`src/rtl/fp32_addsub_pipe_if.sv`:
```
// rtl/fp32_addsub_pipe_if.sv - valid/ready beat interface for the pipelined fp32 add/sub
interface fp32_addsub_pipe_if #(
    parameter int LANES = 1,
    parameter int TAG_W = 8
);
    logic                in_valid;
    logic                in_ready;
    logic [32*LANES-1:0] in_a;
    logic [32*LANES-1:0] in_b;
    logic [LANES-1:0]    in_sub;
    logic [TAG_W-1:0]    in_tag;
    logic                out_valid;
    logic                out_ready;
    logic [32*LANES-1:0] out_data;
    logic [TAG_W-1:0]    out_tag;

    modport master (
        output in_valid, in_a, in_b, in_sub, in_tag, out_ready,
        input  in_ready, out_valid, out_data, out_tag
    );

    modport slave (
        input  in_valid, in_a, in_b, in_sub, in_tag, out_ready,
        output in_ready, out_valid, out_data, out_tag
    );
endinterface

```
`src/rtl/fp32_addsub_pipe.sv`:
```
// rtl/fp32_addsub_pipe.sv - 4-stage multi-lane IEEE-754 binary32 add/subtract, FTZ, RNE
module fp32_addsub_pipe #(
    parameter int LANES = 1,
    parameter int TAG_W = 8
) (
    input logic               clk,
    input logic               rst,
    fp32_addsub_pipe_if.slave bus
);

    function automatic logic [4:0] lzc27(input logic [26:0] v);
        lzc27 = 5'd27;
        for (int k = 0; k < 27; k++) begin
            if (v[k]) lzc27 = 5'(26 - k);
        end
    endfunction

    logic                v1, v2, v3, v4;
    logic [TAG_W-1:0]    tag1, tag2, tag3, tag4;
    logic                advance;
    logic [32*LANES-1:0] data4;

    // All stages move in lockstep; a stalled output freezes the whole pipe.
    assign advance       = !v4 || bus.out_ready;
    assign bus.in_ready  = advance;
    assign bus.out_valid = v4;
    assign bus.out_tag   = tag4;
    assign bus.out_data  = data4;

    always_ff @(posedge clk) begin
        if (rst) begin
            v1   <= 1'b0;
            v2   <= 1'b0;
            v3   <= 1'b0;
            v4   <= 1'b0;
            tag1 <= '0;
            tag2 <= '0;
            tag3 <= '0;
            tag4 <= '0;
        end else if (advance) begin
            v1   <= bus.in_valid;
            v2   <= v1;
            v3   <= v2;
            v4   <= v3;
            tag1 <= bus.in_tag;
            tag2 <= tag1;
            tag3 <= tag2;
            tag4 <= tag3;
        end
    end

    for (genvar i = 0; i < LANES; i++) begin : g_lane
        logic [31:0] a, b;
        logic        sb_eff, a_nan, b_nan, a_inf, b_inf, a_big;
        logic        nan0, inf0, inf_sign0;
        logic [30:0] a_mag, b_mag, mag_l, mag_s;

        logic        s1_sign_l, s1_sign_s, s1_nan, s1_inf, s1_inf_sign;
        logic [7:0]  s1_exp_l, s1_exp_s;
        logic [23:0] s1_man_l, s1_man_s;

        logic [7:0]  diff;
        logic [4:0]  shamt;
        logic [53:0] wide;
        logic [26:0] man_s_al;

        logic        s2_sign, s2_sub, s2_nan, s2_inf, s2_inf_sign;
        logic [7:0]  s2_exp;
        logic [26:0] s2_man_l, s2_man_s;

        logic [27:0]       sum;
        logic [4:0]        lz;
        logic [26:0]       norm;
        logic signed [9:0] exp_n;

        logic              s3_sign, s3_zero, s3_nan, s3_inf, s3_inf_sign;
        logic signed [9:0] s3_exp;
        logic [26:0]       s3_norm;

        logic              rnd_up;
        logic [24:0]       mant;
        logic signed [9:0] exp_r;
        logic [31:0]       res, s4_res;

        assign a = bus.in_a[32*i +: 32];
        assign b = bus.in_b[32*i +: 32];
        assign data4[32*i +: 32] = s4_res;

        // Stage 1: classify, flush subnormals, order operands by magnitude.
        always_comb begin
            sb_eff    = b[31] ^ bus.in_sub[i];
            a_nan     = (a[30:23] == 8'hFF) && (a[22:0] != 23'd0);
            b_nan     = (b[30:23] == 8'hFF) && (b[22:0] != 23'd0);
            a_inf     = (a[30:23] == 8'hFF) && (a[22:0] == 23'd0);
            b_inf     = (b[30:23] == 8'hFF) && (b[22:0] == 23'd0);
            a_mag     = (a[30:23] == 8'd0) ? 31'd0 : a[30:0];
            b_mag     = (b[30:23] == 8'd0) ? 31'd0 : b[30:0];
            a_big     = a_mag >= b_mag;
            mag_l     = a_big ? a_mag : b_mag;
            mag_s     = a_big ? b_mag : a_mag;
            nan0      = a_nan || b_nan || (a_inf && b_inf && (a[31] != sb_eff));
            inf0      = a_inf || b_inf;
            inf_sign0 = a_inf ? a[31] : sb_eff;
        end

        // Stage 2: align the smaller operand; anything shifted out folds into sticky.
        always_comb begin
            diff     = s1_exp_l - s1_exp_s;
            shamt    = (diff > 8'd27) ? 5'd27 : diff[4:0];
            wide     = {s1_man_s, 30'd0} >> shamt;
            man_s_al = {wide[53:28], wide[27] | (|wide[26:0])};
        end

        // Stage 3: magnitude add/sub then normalise so the hidden bit sits at bit 26.
        always_comb begin
            sum = s2_sub ? ({1'b0, s2_man_l} - {1'b0, s2_man_s})
                         : ({1'b0, s2_man_l} + {1'b0, s2_man_s});
            lz  = lzc27(sum[26:0]);
            if (sum[27]) begin
                norm  = {sum[27:2], sum[1] | sum[0]};
                exp_n = $signed({2'b00, s2_exp}) + 10'sd1;
            end else begin
                norm  = sum[26:0] << lz;
                exp_n = $signed({2'b00, s2_exp}) - $signed({5'd0, lz});
            end
        end

        // Stage 4: round to nearest even and resolve specials/overflow/underflow.
        always_comb begin
            rnd_up = s3_norm[2] & (s3_norm[1] | s3_norm[0] | s3_norm[3]);
            mant   = {1'b0, s3_norm[26:3]} + {24'd0, rnd_up};
            exp_r  = s3_exp + (mant[24] ? 10'sd1 : 10'sd0);
            if (s3_nan)
                res = 32'h7FC0_0000;
            else if (s3_inf)
                res = {s3_inf_sign, 8'hFF, 23'd0};
            else if (s3_zero || exp_r <= 10'sd0)
                res = {s3_sign, 31'd0};
            else if (exp_r >= 10'sd255)
                res = {s3_sign, 8'hFF, 23'd0};
            else
                res = {s3_sign, exp_r[7:0], mant[24] ? mant[23:1] : mant[22:0]};
        end

        always_ff @(posedge clk) begin
            if (rst)
                s4_res <= '0;
            else if (advance)
                s4_res <= res;

            if (advance) begin
                s1_sign_l   <= a_big ? a[31] : sb_eff;
                s1_sign_s   <= a_big ? sb_eff : a[31];
                s1_exp_l    <= mag_l[30:23];
                s1_exp_s    <= mag_s[30:23];
                s1_man_l    <= {mag_l[30:23] != 8'd0, mag_l[22:0]};
                s1_man_s    <= {mag_s[30:23] != 8'd0, mag_s[22:0]};
                s1_nan      <= nan0;
                s1_inf      <= inf0;
                s1_inf_sign <= inf_sign0;

                s2_sign     <= s1_sign_l;
                s2_sub      <= s1_sign_l ^ s1_sign_s;
                s2_exp      <= s1_exp_l;
                s2_man_l    <= {s1_man_l, 3'b000};
                s2_man_s    <= man_s_al;
                s2_nan      <= s1_nan;
                s2_inf      <= s1_inf;
                s2_inf_sign <= s1_inf_sign;

                s3_zero     <= (sum == 28'd0);
                s3_sign     <= (sum == 28'd0) ? (s2_sign & ~s2_sub) : s2_sign;
                s3_exp      <= exp_n;
                s3_norm     <= norm;
                s3_nan      <= s2_nan;
                s3_inf      <= s2_inf;
                s3_inf_sign <= s2_inf_sign;
            end
        end
    end

endmodule

```
`src/flat_wrapper.sv`:
```
// flat-port wrapper written by rule: the top's interface ports become plain ports
module fp32_addsub_pipe_flat 
#(
    parameter int LANES = 1,
    parameter int TAG_W = 8
)
  (clk, rst, bus_in_valid, bus_in_a, bus_in_b, bus_in_sub, bus_in_tag, bus_out_ready, bus_in_ready, bus_out_valid, bus_out_data, bus_out_tag);
  fp32_addsub_pipe_if #(.LANES(LANES), .TAG_W(TAG_W)) bus_i ();
  input logic clk;
  input logic rst;
  input wire logic [$bits(bus_i.in_valid)-1:0] bus_in_valid;
  input wire logic [$bits(bus_i.in_a)-1:0] bus_in_a;
  input wire logic [$bits(bus_i.in_b)-1:0] bus_in_b;
  input wire logic [$bits(bus_i.in_sub)-1:0] bus_in_sub;
  input wire logic [$bits(bus_i.in_tag)-1:0] bus_in_tag;
  input wire logic [$bits(bus_i.out_ready)-1:0] bus_out_ready;
  output wire logic [$bits(bus_i.in_ready)-1:0] bus_in_ready;
  output wire logic [$bits(bus_i.out_valid)-1:0] bus_out_valid;
  output wire logic [$bits(bus_i.out_data)-1:0] bus_out_data;
  output wire logic [$bits(bus_i.out_tag)-1:0] bus_out_tag;
  assign bus_i.in_valid = bus_in_valid;
  assign bus_i.in_a = bus_in_a;
  assign bus_i.in_b = bus_in_b;
  assign bus_i.in_sub = bus_in_sub;
  assign bus_i.in_tag = bus_in_tag;
  assign bus_i.out_ready = bus_out_ready;
  assign bus_in_ready = bus_i.in_ready;
  assign bus_out_valid = bus_i.out_valid;
  assign bus_out_data = bus_i.out_data;
  assign bus_out_tag = bus_i.out_tag;
  fp32_addsub_pipe #(.LANES(LANES), .TAG_W(TAG_W)) u_core (.clk(clk), .rst(rst), .bus(bus_i));
endmodule
```
`config.mk`:
```
export PLATFORM = sky130hd
export DESIGN_NAME = fp32_addsub_pipe_flat
export DESIGN_NICKNAME = d
export VERILOG_FILES = /design/src/rtl/fp32_addsub_pipe_if.sv /design/src/rtl/fp32_addsub_pipe.sv /design/src/flat_wrapper.sv
export SDC_FILE = /design/constraint.sdc
export NUM_CORES = 1
export LEC_CHECK = 0
export BUFFER_PORTS_ARGS = -buffer_cell sky130_fd_sc_hd__buf_2
export CAP_MARGIN = 25
export CORE_AREA = 2 2 193 195
export DETAILED_ROUTE_END_ITERATION = 10
export DIE_AREA = 0 0 195 197
export GPL_TIMING_DRIVEN = 0
export PLACE_DENSITY = 0.7
export SLEW_MARGIN = 40
export SYNTH_ARGS = -nofsm -noshare
export SYNTH_HDL_FRONTEND = slang
export SYNTH_SLANG_ARGS = --single-unit
```
`constraint.sdc`:
```
create_clock -name clk -period 6.8 [get_ports clk]
set_input_delay 0 -clock clk [delete_from_list [all_inputs] [get_ports clk]]
set_output_delay 0 -clock clk [all_outputs]
set_load 0.01 [all_outputs]
```
-- Yosys cells after proc, flatten, opt, wreduce, memory -nomap -nowiden
Cells that the tools add are included.
- add/sub/neg operators: 7
- order comparisons: 4
- equality and inequality tests: 3
- shift-type cells: 2
- multiplexer cells: 45
- bitwise logic cells: 9
- reduce and logical (&&, ||, !) cells: 22
- operators by type and width (operator ; number):
    31-bit 2-to-1 mux ; 6
    5-bit 2-to-1 mux ; 17
    32-bit 2-to-1 mux ; 2
    54-bit by 5-bit >> shifter with 54-bit output ; 1
    23-bit zero test ; 2
    23-bit nonzero test ; 2
    4-bit 2-to-1 mux ; 8
    31-bit >= comparator ; 1
    27-bit by 27-bit adder with 28-bit output ; 1
    28-bit zero test ; 1
    28-bit 2-to-1 mux ; 1
    27-bit by 27-bit subtractor with 28-bit output ; 1
    27-bit OR reduction ; 1
    27-bit by 5-bit << shifter with 27-bit output ; 1
    26-bit 2-to-1 mux ; 1
    24-bit by 1-bit adder with 25-bit output ; 1
    23-bit 2-to-1 mux ; 1
    8-bit == test (second input constant) ; 2
    8-bit zero test ; 2
    8-bit nonzero test ; 2
    10-bit adder ; 1
    10-bit by 9-bit >= comparator with 1-bit output (second input constant) ; 1
    10-bit by 1-bit less-or-equal comparator with 1-bit output (second input constant) ; 1
    10-bit 2-to-1 mux ; 1
    other kinds (14) ; 34
- register bits after elaboration: 243
- input bits: 77
- output and inout port bits: 42

-- Depth between registers and ports, before layout
- depth after elaboration: 31
- gate-level depth with buffers: 25

-- Worst setup path after synthesis
Ideal clock, no wire load.
- path kind: register -> register
- start: register u_core.v4, in the netlist u_core.bus.out_valid
- end: register u_core.g_lane[0].s4_res[23], in the netlist u_core.bus.out_data[23]
- library setup time: 0.421 ns
- arrival: 6.003 ns
- data required time: 6.379 ns
- path slack: 0.377 ns
- cell stages (with the launch flop): 6
- buffers on the path: 2
- path through: dfxtp_1 nor2b_1 clkbuf_1 inv_2 clkbuf_1 a311oi_1
- cells in the longest elaborated chain, start to end: 2
- ends and longest elaborated chain (what ; line ; RTL):
    start: declaration ; fp32_addsub_pipe.sv:18 ; logic v1, v2, v3, v4;
    start signal: assignment ; fp32_addsub_pipe.sv:44 ; v4 <= v3;
    1-bit zero test ; fp32_addsub_pipe.sv:24 ; assign advance = !v4 || bus.out_ready;
    1-bit logical OR ; fp32_addsub_pipe.sv:24 ;
    via bus_in_ready ; flat_wrapper.sv:17 ; output wire logic [$bits(bus_i.in_ready)-1:0] bus_in_ready;
    end signal: assignment ; fp32_addsub_pipe.sv:149 ; s4_res <= res;
    end: declaration ; fp32_addsub_pipe.sv:83 ; logic [31:0] res, s4_res;
The timed path passes the listed nets, and every way through them passes these cells.
A chain may end at the register's enable or synchronous reset.

-- Final worst setup path
- start: register u_core.g_lane[0].s2_man_l[3]
- end: register u_core.g_lane[0].s3_exp[6] (data pin)
- cells in the longest elaborated chain, start to end: 28
- ends and longest elaborated chain (what ; line ; RTL):
    start: declaration ; fp32_addsub_pipe.sv:69 ; logic [26:0] s2_man_l, s2_man_s;
    start signal: assignment ; fp32_addsub_pipe.sv:165 ; s2_man_l <= {s1_man_l, 3'b000};
    27-bit by 27-bit adder with 28-bit output or 27-bit by 27-bit subtractor with 28-bit output (tied branches) ; fp32_addsub_pipe.sv:117, fp32_addsub_pipe.sv:116 ;
    28-bit 2-to-1 mux (*) ; fp32_addsub_pipe.sv:116 ; sum = s2_sub ? ({1'b0, s2_man_l} - {1'b0, s2_man_s})
    4-bit 2-to-1 mux (8 in a row) ; fp32_addsub_pipe.sv:14 ; if (v[k]) lzc27 = 5'(26 - k);
    5-bit 2-to-1 mux (16 in a row) ; fp32_addsub_pipe.sv:14 ;
    8-bit by 5-bit subtractor with 9-bit output ; fp32_addsub_pipe.sv:124 ; exp_n = $signed({2'b00, s2_exp}) - $signed({5'd0, lz});
    10-bit 2-to-1 mux (*) ; fp32_addsub_pipe.sv:119 ; if (sum[27]) begin
    via u_core.g_lane[0].exp_n[6] ; fp32_addsub_pipe.sv:74 ; logic signed [9:0] exp_n;
    end signal: assignment ; fp32_addsub_pipe.sv:173 ; s3_exp <= exp_n;
    end: declaration ; fp32_addsub_pipe.sv:77 ; logic signed [9:0] s3_exp;
Mark *: on every way through the listed nets, which the timed path passes. The rest lies on a longest branch.

==> flow_metrics.tcl <==
set metrics [dict create \
    place_inst 2593 \
    clock-sinks 243 \
    path_clk_slew_ps 60 \
    synth_top_flop_cell "edfxtp_1" \
    yosysTopAreaCellShare 0.294 \
    die_area_um2 38400 \
    cp.arrival_ps 6880 \
    finalNonFillerCells 2752 \
    postRouteAntennaNets 0 \
    wl_met3_mm 4.10 \
    dpl_cell_area_um2 19200 \
    path_class "flop to flop" \
    seq_area_frac_synth 0.370 \
    report.final.slew_viol_count 0 \
    dp_slack_ps -96.4 \
    io_buffers 117 \
    status "complete, no violations" \
    tns_ps 0 \
    wl_met2_mm 27.9 \
    synth_cells 2003 \
    syn_area_um2 17900 \
    multi_input_area_um2 10500 \
    static-leakage-power_nw 8.73 \
    n_fill_cell 3184 \
    ys_types 100 \
    io_pins 119 \
    synthArstFlopShare 0 \
    synth.area.top_cells "edfxtp_1 (29%), dfxtp_1 (7.6%), ha_1 (6.7%)" \
    hold_viol 0 \
    setup_slack_ps 235 \
    register_area_um2 6620 \
    drc 0 \
    top_layer "met4" \
    timing.hold.ws_ps 28.4 \
    grt_use_total 0.295 \
    via_per_inst 6.26 \
    cts_root_buf "clkbuf_16" \
    powerDensity_nw_per_um2 324 \
    synth_area_per_cell_um2 8.93 \
    ir_drop_v 0.000197 \
    fin_crit_ps 6570 \
    grt_pass1_vias 16475 \
    start_util 0.493 \
    yosysMostFrequentCell "nand2_1" \
    drive_gt1_frac 0.128 \
    cts_max_level 1 \
    fp.dieW_um 195 \
    synth_nets 2179 \
    antenna_found_initial 0 \
    cp-end-kind "flop" \
    max_cap_viol_count 0 \
    synth_edf_count 175 \
    yosysTopAreaCell "edfxtp_1" \
    cts.path.max_buffers 3 \
    num_antenna_cells 0 \
    dr.pass1.iters 6 \
    critPathRequiredTime_ps 7110 \
    gp_congestion 0.993 \
    clock.fmax_ghz 0.152 \
    drt_iter0_drc 1508 \
    fin_crit_sh 0.965 \
    slew_headroom 0.453 \
    core_um2 36300 \
    cts_tree "done" \
    setup_viol 0 \
    dp_hpwl_mm 44.5 \
    grt_max_degree 42 \
    worstPathMaxFanout 10 \
    syn2layout_area_growth_pct 18.9 \
    overflow 0 \
    routed_wl_mm 58.1 \
    worstSetupStartpointType "flop" \
    chipHeight_um 197 \
    drt-wirelength-per-cell_um 21.1 \
    grt_pass1_wl_mm 89.5 \
    ys_warn_count 0 \
    tightest_slew_ps 814 \
    clk_latency_ps 560 \
    finalClockSkew_ps 22.9 \
    numCtsBuffers 26 \
    synth_common_cells "nand2_1 (244), edfxtp_1 (175), a21oi_1 (149)" \
    finalNetCount 2440 \
    met1Wirelength_mm 22.7 \
    rows 70 \
    ys_seq_elements 243 \
    hold_path.class "primary input to flop" \
    design_area_um2 21300 \
    via_count 17235 \
]
report_power, final:
part	internal [W]	leakage, nW	switching [W]	total [W]
clock	0.000887	0.453	0.000594	0.00148
sequential	0.00193	2.45	0.000215	0.00214
combinational	0.00121	5.82	0.00206	0.00327
what timing repair did:
action,CTS,global route
setup buffers,0,9
pin swaps,0,3
endpoints found under the setup margin,3,5
hold buffers,103,0
gates resized for setup,1,10
endpoints found under the hold margin,92,0
cloned,0,0
per-stage QoR:
| step | util | total power, W |
|---|---|---|
| after global placement | 0.526 | 0.00520 |
| final | 0.586 | 0.00689 |
| after detailed placement | 0.529 | 0.00521 |
| after CTS | 0.582 | 0.00676 |
| after global routing | 0.586 | 0.00723 |
| after floorplan | - | 0.00426 |
routing by layer:
layer / up-vias / track usage
li1: 8027 / -
met5: - / 0
met4: 0 / 0.163
met1: 8150 / 0.350
met3: 194 / 0.0349
met2: 864 / 0.522
sequential cells by signal, summed over array words and instances (netlist names), 8 cells and up:
name and count:
u_core.bus.out_data 32, u_core.bus.out_tag 8, u_core.g_lane.s1_exp_l 8, u_core.g_lane.s1_exp_s 8, u_core.g_lane.s1_man_l 24, u_core.g_lane.s1_man_s 24
u_core.g_lane.s2_exp 8, u_core.g_lane.s2_man_l 24, u_core.g_lane.s2_man_s 27, u_core.g_lane.s3_exp 10, u_core.g_lane.s3_norm 27, u_core.tag1 8
u_core.tag2 8, u_core.tag3 8
final timing paths:
path | start | end | slack (ps) | depth (start not counted)
max | u_core.g_lane[0].s2_man_l[3] | u_core.g_lane[0].s3_exp[6] | 230 | 22
min | bus_in_b[16] | u_core.g_lane[0].s1_man_s[16] | 30 | 3
max reg2reg | u_core.g_lane[0].s2_man_l[3] | u_core.g_lane[0].s3_exp[6] | 230 | 22
min reg2reg | u_core.g_lane[0].s1_man_l[11] | u_core.g_lane[0].s2_man_l[14] | 420 | 0
worst max-delay path, stage by stage, from the launching register on:
cell and delay [ps]:
edfxtp_1 390, ha_1 410, or4b_4 500, o211ai_2 290, a211oi_2 170, o31ai_1 540, a21oi_1 170, a2111oi_2 460
nand2_1 270, o21ai_1 350, nor3b_4 370, nor3_4 120, inv_2 180, buf_4 240, ha_1 170, inv_1 60
fa_1 400, a21o_1 190, a21oi_1 210, nor2b_1 70, or4_1 440, a21boi_0 160, xnor2_1 140
cells by family (layout without fill, tap and decap cells):
group	after synthesis	in the layout	share of synthesized area
AND/OR/NAND/NOR	661	661	0.177
AO/OA/AOI/OAI	572	572	0.217
flip-flops	243	243	0.370
buffers and inverters	226	507	0.0499
multiplexers	130	130	0.0797
adder cells (fa/ha/maj)	99	99	0.0705
XOR/XNOR	72	72	0.0361
cell type report:
| type | instances | share of cell area |
|---|---|---|
| Timing Repair Buffer | 234 | 0.0832 |
| Inverter | 109 | 0.0192 |
| Multi-Input combinational cell | 1534 | 0.493 |
| Buffer | 116 | 0.0227 |
| Sequential cell | 243 | 0.311 |
| Clock inverter | 15 | 0.00806 |
| Clock buffer | 33 | 0.0348 |
| Tap cell | 468 | 0.0275 |
cells in the final DEF, fill, tap and decap left out, drive strengths merged, types with 7 or more instances in the layout:
cell,synthesis,final
nor3b,7,7
a31oi,24,24
a21o,31,31
xor2,23,23
o22ai,26,26
clkinv,1,10
a21oi,151,151
nand4,37,37
a2111oi,7,7
nor2,137,137
nand3,52,52
ha,96,96
nor3,42,42
or3,11,11
and3,14,14
nand2,245,245
mux2,39,39
o31ai,22,22
a211o,9,9
nand2b,11,11
mux2i,85,85
dlygate4sd3,0,103
inv,108,110
a311oi,13,13
a211oi,23,23
a22oi,28,28
clkbuf,76,108
o21a,16,16
o221ai,8,8
xnor2,49,49
nor4,35,35
nor2b,24,24
edfxtp,175,175
o211ai,26,26
o2bb2ai,10,10
o21ai,102,102
and2,19,19
dfxtp,68,68
buf,41,172
No activity file was read; power rests on OpenSTA's default activity.
